<file path="config.mk">
export PLATFORM = sky130hd
export DESIGN_NAME = mem_access_flat
export DESIGN_NICKNAME = d
export VERILOG_FILES = /design/src/rtl/mem_access_if.sv /design/src/rtl/mem_access.sv /design/src/flat_wrapper.sv
export SDC_FILE = /design/constraint.sdc
export NUM_CORES = 1
export LEC_CHECK = 0
export CAP_MARGIN = 20
export CORE_AREA = 8 8 170 172
export DETAILED_ROUTE_END_ITERATION = 16
export DIE_AREA = 0 0 178 180
export GPL_TIMING_DRIVEN = 0
export PLACE_DENSITY = 0.86
export SYNTH_ARGS = -nofsm -noshare
export SYNTH_HDL_FRONTEND = slang
export SYNTH_SLANG_ARGS = --single-unit
</file>
<file path="constraint.sdc">
create_clock -name clk -period 2.5 [get_ports clk]
set_input_delay 0.625 -clock clk [delete_from_list [all_inputs] [get_ports clk]]
set_output_delay 0.625 -clock clk [all_outputs]
set_load 0.02 [all_outputs]
</file>
<file path="src/rtl/mem_access_if.sv">
// Single-master data bus between the memory-access stage and memory.
// The stage holds the request until bus_ack_i; read data is valid with the ack.
interface mem_access_if;
    logic        bus_req_o;
    logic        bus_we_o;
    logic [31:0] bus_addr_o;
    logic [3:0]  bus_be_o;
    logic [31:0] bus_wdata_o;
    logic        bus_ack_i;
    logic [31:0] bus_rdata_i;

    modport master (
        output bus_req_o, bus_we_o, bus_addr_o, bus_be_o, bus_wdata_o,
        input  bus_ack_i, bus_rdata_i
    );

    modport slave (
        input  bus_req_o, bus_we_o, bus_addr_o, bus_be_o, bus_wdata_o,
        output bus_ack_i, bus_rdata_i
    );
endinterface

</file>
<file path="src/rtl/mem_access.sv">
// Memory-access stage: loads/stores over a request/ack bus, then a one-cycle strobe to write-back.
// Latency 1 cycle (non-memory) or 2 + bus wait cycles; accepts only in IDLE (one instruction per 2 cycles max).
module mem_access #(
    parameter int unsigned TIMEOUT = 16
) (
    input  logic         clk,
    input  logic         reset,
    input  logic         valid_i,
    output logic         ready_o,
    input  logic [31:0]  ir_i,
    input  logic [31:0]  pc_i,
    input  logic [31:0]  alu_i,
    input  logic [31:0]  rs2_i,
    mem_access_if.master bus,
    output logic [31:0]  ir_o,
    output logic [31:0]  pc_o,
    output logic [31:0]  wd_o,
    output logic [31:0]  mem_o,
    output logic         wd_q_readin_o,
    output logic         fault_o
);
    localparam logic [6:0] OP_LOAD  = 7'b0000011;
    localparam logic [6:0] OP_STORE = 7'b0100011;
    localparam logic [7:0] TMO_LAST = 8'(TIMEOUT - 1);

    typedef enum logic [1:0] {IDLE, BUS, DONE} state_t;

    state_t      state_q;
    logic        ready_q, req_q, we_q, strb_q, fault_q;
    logic [3:0]  be_q;
    logic [31:0] addr_q, wdata_q;
    logic [7:0]  cnt_q;
    logic [31:0] ir_q, pc_q, alu_q;
    logic [31:0] wb_ir_q, wb_pc_q, wb_wd_q, wb_mem_q;

    logic        is_ld_d, is_st_d, mem_op_d, sz_byte_d, sz_half_d, misal_d;
    logic [3:0]  be_d;
    logic [31:0] wdata_d;
    logic [7:0]  ld_byte;
    logic [15:0] ld_half;
    logic [31:0] ld_ext_d;

    // Access width: loads use funct3[1:0] only; stores with funct3[2] set are words.
    always_comb begin
        is_ld_d   = (ir_i[6:0] == OP_LOAD);
        is_st_d   = (ir_i[6:0] == OP_STORE);
        mem_op_d  = is_ld_d || is_st_d;
        sz_byte_d = (ir_i[13:12] == 2'b00) && (is_ld_d || !ir_i[14]);
        sz_half_d = (ir_i[13:12] == 2'b01) && (is_ld_d || !ir_i[14]);
        misal_d   = mem_op_d && (sz_half_d ? alu_i[0]
                                           : (!sz_byte_d && (alu_i[1:0] != 2'b00)));
        if (sz_byte_d) begin
            be_d    = 4'b0001 << alu_i[1:0];
            wdata_d = {4{rs2_i[7:0]}};
        end else if (sz_half_d) begin
            be_d    = alu_i[1] ? 4'b1100 : 4'b0011;
            wdata_d = {2{rs2_i[15:0]}};
        end else begin
            be_d    = 4'b1111;
            wdata_d = rs2_i;
        end
    end

    always_comb begin
        ld_byte = bus.bus_rdata_i[{alu_q[1:0], 3'b000} +: 8];
        ld_half = alu_q[1] ? bus.bus_rdata_i[31:16] : bus.bus_rdata_i[15:0];
        case (ir_q[14:12])
            3'b000:  ld_ext_d = {{24{ld_byte[7]}}, ld_byte};
            3'b001:  ld_ext_d = {{16{ld_half[15]}}, ld_half};
            3'b100:  ld_ext_d = {24'h0, ld_byte};
            3'b101:  ld_ext_d = {16'h0, ld_half};
            default: ld_ext_d = bus.bus_rdata_i;
        endcase
    end

    always_ff @(posedge clk) begin
        if (reset) begin
            state_q  <= IDLE;
            ready_q  <= 1'b1;
            req_q    <= 1'b0;
            we_q     <= 1'b0;
            be_q     <= 4'h0;
            addr_q   <= 32'h0;
            wdata_q  <= 32'h0;
            cnt_q    <= 8'h0;
            strb_q   <= 1'b0;
            fault_q  <= 1'b0;
            ir_q     <= 32'h0;
            pc_q     <= 32'h0;
            alu_q    <= 32'h0;
            wb_ir_q  <= 32'h0;
            wb_pc_q  <= 32'h0;
            wb_wd_q  <= 32'h0;
            wb_mem_q <= 32'h0;
        end else begin
            strb_q <= 1'b0;
            case (state_q)
                IDLE: begin
                    if (valid_i) begin
                        ir_q    <= ir_i;
                        pc_q    <= pc_i;
                        alu_q   <= alu_i;
                        addr_q  <= {alu_i[31:2], 2'b00};
                        wdata_q <= wdata_d;
                        cnt_q   <= 8'h0;
                        ready_q <= 1'b0;
                        if (mem_op_d && !misal_d) begin
                            state_q <= BUS;
                            req_q   <= 1'b1;
                            we_q    <= is_st_d;
                            be_q    <= is_st_d ? be_d : 4'h0;
                        end else begin
                            // Misaligned L/S skip the bus but still retire so the PC advances.
                            state_q  <= DONE;
                            strb_q   <= 1'b1;
                            wb_ir_q  <= ir_i;
                            wb_pc_q  <= pc_i;
                            wb_wd_q  <= alu_i;
                            wb_mem_q <= 32'h0;
                            if (misal_d) fault_q <= 1'b1;
                        end
                    end
                end
                BUS: begin
                    if (bus.bus_ack_i || (cnt_q == TMO_LAST)) begin
                        state_q  <= DONE;
                        req_q    <= 1'b0;
                        we_q     <= 1'b0;
                        be_q     <= 4'h0;
                        strb_q   <= 1'b1;
                        wb_ir_q  <= ir_q;
                        wb_pc_q  <= pc_q;
                        wb_wd_q  <= alu_q;
                        wb_mem_q <= (bus.bus_ack_i && !we_q) ? ld_ext_d : 32'h0;
                        if (!bus.bus_ack_i) fault_q <= 1'b1;
                    end else begin
                        cnt_q <= cnt_q + 8'd1;
                    end
                end
                DONE: begin
                    state_q <= IDLE;
                    ready_q <= 1'b1;
                end
                default: begin
                    state_q <= IDLE;
                    ready_q <= 1'b1;
                end
            endcase
        end
    end

    assign ready_o         = ready_q;
    assign bus.bus_req_o   = req_q;
    assign bus.bus_we_o    = we_q;
    assign bus.bus_be_o    = be_q;
    assign bus.bus_addr_o  = addr_q;
    assign bus.bus_wdata_o = wdata_q;
    assign ir_o            = wb_ir_q;
    assign pc_o            = wb_pc_q;
    assign wd_o            = wb_wd_q;
    assign mem_o           = wb_mem_q;
    assign wd_q_readin_o   = strb_q;
    assign fault_o         = fault_q;
endmodule

</file>
<file path="src/flat_wrapper.sv">
// flat-port wrapper written by rule: the top's interface ports become plain ports
module mem_access_flat 
#(
    parameter int unsigned TIMEOUT = 16
)
  (clk, reset, valid_i, ready_o, ir_i, pc_i, alu_i, rs2_i, ir_o, pc_o, wd_o, mem_o, wd_q_readin_o, fault_o, bus_bus_req_o, bus_bus_we_o, bus_bus_addr_o, bus_bus_be_o, bus_bus_wdata_o, bus_bus_ack_i, bus_bus_rdata_i);
  mem_access_if bus_i ();
  input  logic clk;
  input  logic reset;
  input  logic valid_i;
  output logic ready_o;
  input  logic [31:0] ir_i;
  input  logic [31:0] pc_i;
  input  logic [31:0] alu_i;
  input  logic [31:0] rs2_i;
  output logic [31:0] ir_o;
  output logic [31:0] pc_o;
  output logic [31:0] wd_o;
  output logic [31:0] mem_o;
  output logic wd_q_readin_o;
  output logic fault_o;
  output wire logic [$bits(bus_i.bus_req_o)-1:0] bus_bus_req_o;
  output wire logic [$bits(bus_i.bus_we_o)-1:0] bus_bus_we_o;
  output wire logic [$bits(bus_i.bus_addr_o)-1:0] bus_bus_addr_o;
  output wire logic [$bits(bus_i.bus_be_o)-1:0] bus_bus_be_o;
  output wire logic [$bits(bus_i.bus_wdata_o)-1:0] bus_bus_wdata_o;
  input wire logic [$bits(bus_i.bus_ack_i)-1:0] bus_bus_ack_i;
  input wire logic [$bits(bus_i.bus_rdata_i)-1:0] bus_bus_rdata_i;
  assign bus_bus_req_o = bus_i.bus_req_o;
  assign bus_bus_we_o = bus_i.bus_we_o;
  assign bus_bus_addr_o = bus_i.bus_addr_o;
  assign bus_bus_be_o = bus_i.bus_be_o;
  assign bus_bus_wdata_o = bus_i.bus_wdata_o;
  assign bus_i.bus_ack_i = bus_bus_ack_i;
  assign bus_i.bus_rdata_i = bus_bus_rdata_i;
  mem_access #(.TIMEOUT(TIMEOUT)) u_core (.clk(clk), .reset(reset), .valid_i(valid_i), .ready_o(ready_o), .ir_i(ir_i), .pc_i(pc_i), .alu_i(alu_i), .rs2_i(rs2_i), .bus(bus_i), .ir_o(ir_o), .pc_o(pc_o), .wd_o(wd_o), .mem_o(mem_o), .wd_q_readin_o(wd_q_readin_o), .fault_o(fault_o));
endmodule
</file>
-- After elaboration in Yosys (flattened, before gate mapping)
Cells that the tools add are included.
- bits in registers: 305
- input bits: 164
- output and inout bits: 201
- logic and storage cells: 117
- add/sub/neg operators: 1
- equal/unequal tests: 15
- shifts and indexed selects: 2
- muxes and demuxes: 56
- bitwise operators: 1
- reduce and logical (&&, ||, !) cells: 25
- operators by type and width (cell ; number):
    $mux W32 ; 15
    $pmux W32 S2 ; 4
    $pmux W32 S4 ; 1
    $shiftx A32 B6 Y8 ; 1
    $mux W4 ; 7
    $mux W16 ; 1
    $mux W8 ; 2
    $pmux W8 S2 ; 1
    $mux W1 ; 15
    $pmux W1 S2 ; 5
    $add A8 B1 Y8 const B ; 1
    $eq A8 B4 Y1 const B ; 1
    $ne A2 B2 Y1 const B ; 4
    $pmux W4 S2 ; 1
    $reduce_and A4 Y1 ; 2
    $eq A7 B2 Y1 const B ; 1
    $eq A7 B6 Y1 const B ; 1
    $eq A3 B3 Y1 const B ; 2
    $logic_and A1 B1 Y1 ; 6
    $mux W2 ; 3
    $ne A2 B1 Y1 const B ; 3
    $reduce_and A2 Y1 ; 3
    $reduce_and A6 Y1 ; 1
    $eq A2 B1 Y1 const B ; 2
    10 further kinds ; 17

-- Logic depth before layout (Yosys ltp)
- word-level depth: 12
- gate-level depth with buffers: 9
- mapped depth without buffers: 5

-- Worst setup path before layout
Ideal clock, no wire load.
- path kind: input-to-reg
- from: in ir_i[13]
- to: reg u_core.wdata_q[12], in the netlist u_core.bus.bus_wdata_o[12]
- setup time: 91 ps
- arrival time: 2012 ps
- required time: 2409 ps
- setup slack: 397 ps
- cell stages on the path: 6
- buffers on the path: 2
- cells stage by stage: clkbuf_1 > or4_1 > o22ai_2 > buf_2 > nand3b_1 > a311oi_1
- word-level cells in the longest chain between the ends: 3
- ends and longest elaborated chain (what ; line ; RTL):
    start, declared ; flat_wrapper.sv:12 ; input logic [31:0] ir_i;
    $logic_not A2 Y1 ; mem_access.sv:48 ; sz_byte_d = (ir_i[13:12] == 2'b00) && (is_ld_d || !ir_i[14]);
    $logic_and A1 B1 Y1 ; mem_access.sv:48 ;
    $mux W32 ; mem_access.sv:52 ; if (sz_byte_d) begin
    end signal, assigned ; mem_access.sv:104 ; wdata_q <= wdata_d;
    end, declared ; mem_access.sv:31 ; logic [31:0] addr_q, wdata_q;
Every way passes these cells.
A chain may end at the register's enable or synchronous reset.

-- Worst setup path after layout
- from: in reset
- to: reg u_core.wb_wd_q[4], in the netlist u_core.wd_o[4]
- RTL lines (what ; line ; RTL):
    start, declared ; flat_wrapper.sv:9 ; input logic reset;
    end signal, assigned ; mem_access.sv:118 ; wb_wd_q <= alu_i;
    end signal, assigned ; mem_access.sv:133 ; wb_wd_q <= alu_q;
    end, declared ; mem_access.sv:34 ; logic [31:0] wb_ir_q, wb_pc_q, wb_wd_q, wb_mem_q;
No word-level cell between the ends.

==> flow_summary.yaml <==
run_status:
  status: "completed"
min_path:
  hold_depth: 2
  hp-start: "u_core.ir_q[24]"
  worstHoldPathType: "flip-flop to flip-flop"
  hold_end: "u_core.ir_q[24]"
timing:
  finalHoldViolCount: 0
  max_slew_margin_pct: 38.18
  grt_setup_unrepaired: "false"
  fin_crit_sh_pct: 97.42
  finalCriticalPeriod_ns: 2.436
  max_clock_freq_mhz: 410.6
  holdWs_ns: 0.4531
  slew_violations: 0
  setup_ws_ns: 0.06449
  fin_skew_ns: 0.008944
  finalSetupViolations: 0
  tightest_slew_ns: 0.9177
  fin_setup_tns_ns: 0
route:
  vias: 12603
  wl_per_cell_um: 21.48
  viasPerCell: 5.925
  remaining_drc_errors: 0
  ant_nets: 0
  wl_mm: 45.68
  drt_first_pass_iters: 7
  drtIter0Drc: 1241
critical_path:
  endpoint_kind: "flip-flop"
  critPathLaunchType: "input port"
  crit_chain: "clkdlybuf4s50_1, clkbuf_1, clkbuf_1, clkbuf_1, a211oi_1"
  critPathArrivalTime_ns: 2.85
  critPathSlowestCell: "clkdlybuf4s50_1"
  critPathBufInv: 4
  rr_worst_depth: 6
  cp_slowest_stage_delay_ns: 0.60
  cp_top_family: "buffers and inverters"
  crit_path_frequent_cell: "clkbuf_1"
  criticalPathCategory: "input port to flip-flop"
  worstPathMaxFanout: 10
  timing.rr.end: "u_core.pc_o[17]"
  rr_startpoint: "u_core.state_q[1]"
  crit_required_ns: 2.91
  rrSetupSlack_ns: 0.19
die:
  core_area_um2: 26350
  ioPinCount: 365
  die_area_um2: 32040
  die_h_um: 180
  rows: 60
  die_w_um: 178
  start_util_pct: 46.75
clock_network:
  clock_latency_ns: 0.55
  cts_tree: "built"
  cts_made_buffers: 29
  cts_buffer_depth: 3
  numClockSinks: 275
  clockRootBuffer: "clkbuf_16"
  clk_pin_slew_ns: 0.06
  cts_setup_buffers: 0
  htreeDepth: 1
synth:
  synth_top_family_by_area: "compound AO/OA/AOI/OAI gates"
  synth.area.top_cells: "dfxtp_1 45%, mux2i_1 8.9%, nand2_1 7.3%, a221oi_1 7.0%, a211oi_1 6.4%"
  synth_mux_area_share_pct: 9.030
  synth-compound-area-share_pct: 24.32
  synth_cell_types: 55
  synth-edff-count: 0
  synth.ff_latch_count: 275
  synth_xor_area_share_pct: 0.2133
  ys.flop_type: "dfxtp_1"
  synth_commonest_cells: "275 x dfxtp_1, 240 x nand2_1, 118 x a21oi_1, 110 x mux2i_1, 105 x a211oi_1"
  synth.most_common_cell: "dfxtp_1"
  syn_area_um2: 12320
  yosysTopAreaCellShare_pct: 44.69
  synth_area_per_cell_um2: 9.004
  yosys.area_share.simple_pct: 14.20
  async_flop_share_pct: 0
  synth_fa_ha_area_share_pct: 0.1016
  yosysTopAreaCell: "dfxtp_1"
  ys_warn_count: 0
  seq_area_frac_synth_pct: 44.69
  syn_inst: 1368
grt:
  grt_max_degree: 16
  overflow: 0
  grt_pass1_wl_mm: 69.26
  grt_antenna_before_repair: 6
  grt_usage_pct: 26.88
  grt_pass1_vias: 12317
cells_and_area:
  drive_above_1_share_pct: 7.978
  syn_to_final_growth_pct: 40.78
  final_area_um2: 17340
  nets: 1925
  filler_cell_count: 2140
pwr:
  p_per_area_nw_per_um2: 637.4
  ir_worst_vdd_v: 0.0005024
  p_leak_uw: 0.006919
  power_uw: 11050
placement:
  io_buffers: 360
  post-place-ws_ns: -0.9619
  dpl.hpwl_mm: 34.67
  place.gp.congestion: 0.9086
  dpl-instance-area_um2: 16350
job:
  cap_violations: 0
==> stage by stage <==
step / cells / util, %
floorplan: 1369 / -
global placement: 2070 / 62.06
detailed placement: 2070 / 62.06
CTS: 2121 / 65.59
global route: 2127 / 65.81
finish: 2127 / 65.81
==> report_power, final <==
| part | internal [uW] | switching (uW) |
|---|---|---|
| Sequential | 4640 | 170 |
| Clock | 2460 | 1780 |
| Combinational | 935 | 1070 |
==> cells by family (layout without fill, tap and decap cells) <==
group,Yosys count,in the layout
AOI/OAI and AO/OA,412,412
and+or+nand+nor,383,383
DFF,275,275
buffers and inverters,182,593
muxes,111,111
xor gates and xnor gates,3,3
adders and majority gates,1,1
other,1,8
==> tightest hold or removal path, delay by kind of cell (launching register included) <==
kind               cells  cell delay, ns
DFF                    1            0.31
and+or+nand+nor        1            0.05
AOI/OAI and AO/OA      1            0.05
==> state kept, by name (all words and copies together), names as in the netlist <==
signal	count
u_core.alu_q	31
u_core.bus.bus_addr_o	1
u_core.bus.bus_be_o	4
u_core.bus.bus_req_o	1
u_core.bus.bus_wdata_o	32
u_core.bus.bus_we_o	1
u_core.cnt_q	8
u_core.fault_o	1
u_core.ir_o	32
u_core.ir_q	32
u_core.mem_o	32
u_core.pc_o	32
u_core.pc_q	32
u_core.ready_o	1
u_core.state_q	2
u_core.wd_o	32
u_core.wd_q_readin_o	1
==> area by class of cell <==
class                           count  area, um^2  area share [%]
Multi-Input combinational cell    912        5929           34.19
Clock buffer                       47       863.3           4.978
Sequential cell                   275        5505           31.75
Inverter                            3       11.26         0.06494
Tap cell                          341       426.7           2.460
Antenna cell                        6       15.01         0.08658
Buffer                            179       919.6           5.303
Timing Repair Buffer              360        3608           20.81
Clock inverter                      4       62.56          0.3608
==> layout by cell type, fill, tap and decap left out, types with 3 or more instances in the layout <==
master           instances
clkbuf_16               29
a211o_1                  4
clkbuf_8                 7
xor2_1                   3
a21oi_1                118
clkbuf_1                95
inv_1                    3
a311oi_1                16
dfxtp_1                275
clkbuf_2                10
nand3_1                  3
diode_2                  6
o21ai_0                 15
or3_1                    3
nand2_1                240
o31ai_1                  8
buf_2                   38
nor3_1                  11
a211oi_1               105
nor3b_1                  3
nor2b_1                 14
clkdlybuf4s50_1        358
a221o_1                  7
nand3b_1                17
buf_1                    4
a32o_1                   8
a22o_1                  17
buf_6                    7
a221oi_1                98
nand2b_1                34
nor2_1                  35
buf_4                   35
o211ai_1                 4
mux2i_1                110
and3_1                   9
==> per-layer routing <==
| layer | part of all wire [%] | GRT usage [%] | vias to the layer above |
|---|---|---|---|
| met5 | 0 | 0 | - |
| met4 | 4.3 | 11.34 | 0 |
| met3 | 9.9 | 7.502 | 115 |
| met2 | 47 | 44.09 | 668 |
| met1 | 39 | 32.39 | 6026 |
| li1 | - | - | 5794 |
==> how the worst max path moves through the flow <==
stage / slack [ns] / endpoint / depth (start not counted) / from
6_report: 0.06 / u_core.wd_o[4] / 5 / reset
3_5_place_dp: -0.96 / u_core.alu_q[29] / 7 / valid_i
3_3_place_gp: -0.90 / u_core.ir_q[12] / 7 / valid_i
2_1_floorplan: 0.40 / u_core.bus.bus_wdata_o[12] / 6 / ir_i[13]
5_1_grt: 0.001 / u_core.wd_o[4] / 5 / reset
4_1_cts: 0.005 / u_core.alu_q[7] / 7 / valid_i
==> repair_timing <==
item	4_1_cts	5_1_grt
resized for setup	4	20
setup endpoints to repair	160	168
hold buffers	0	0
No activity file was read; power rests on OpenSTA's default activity.
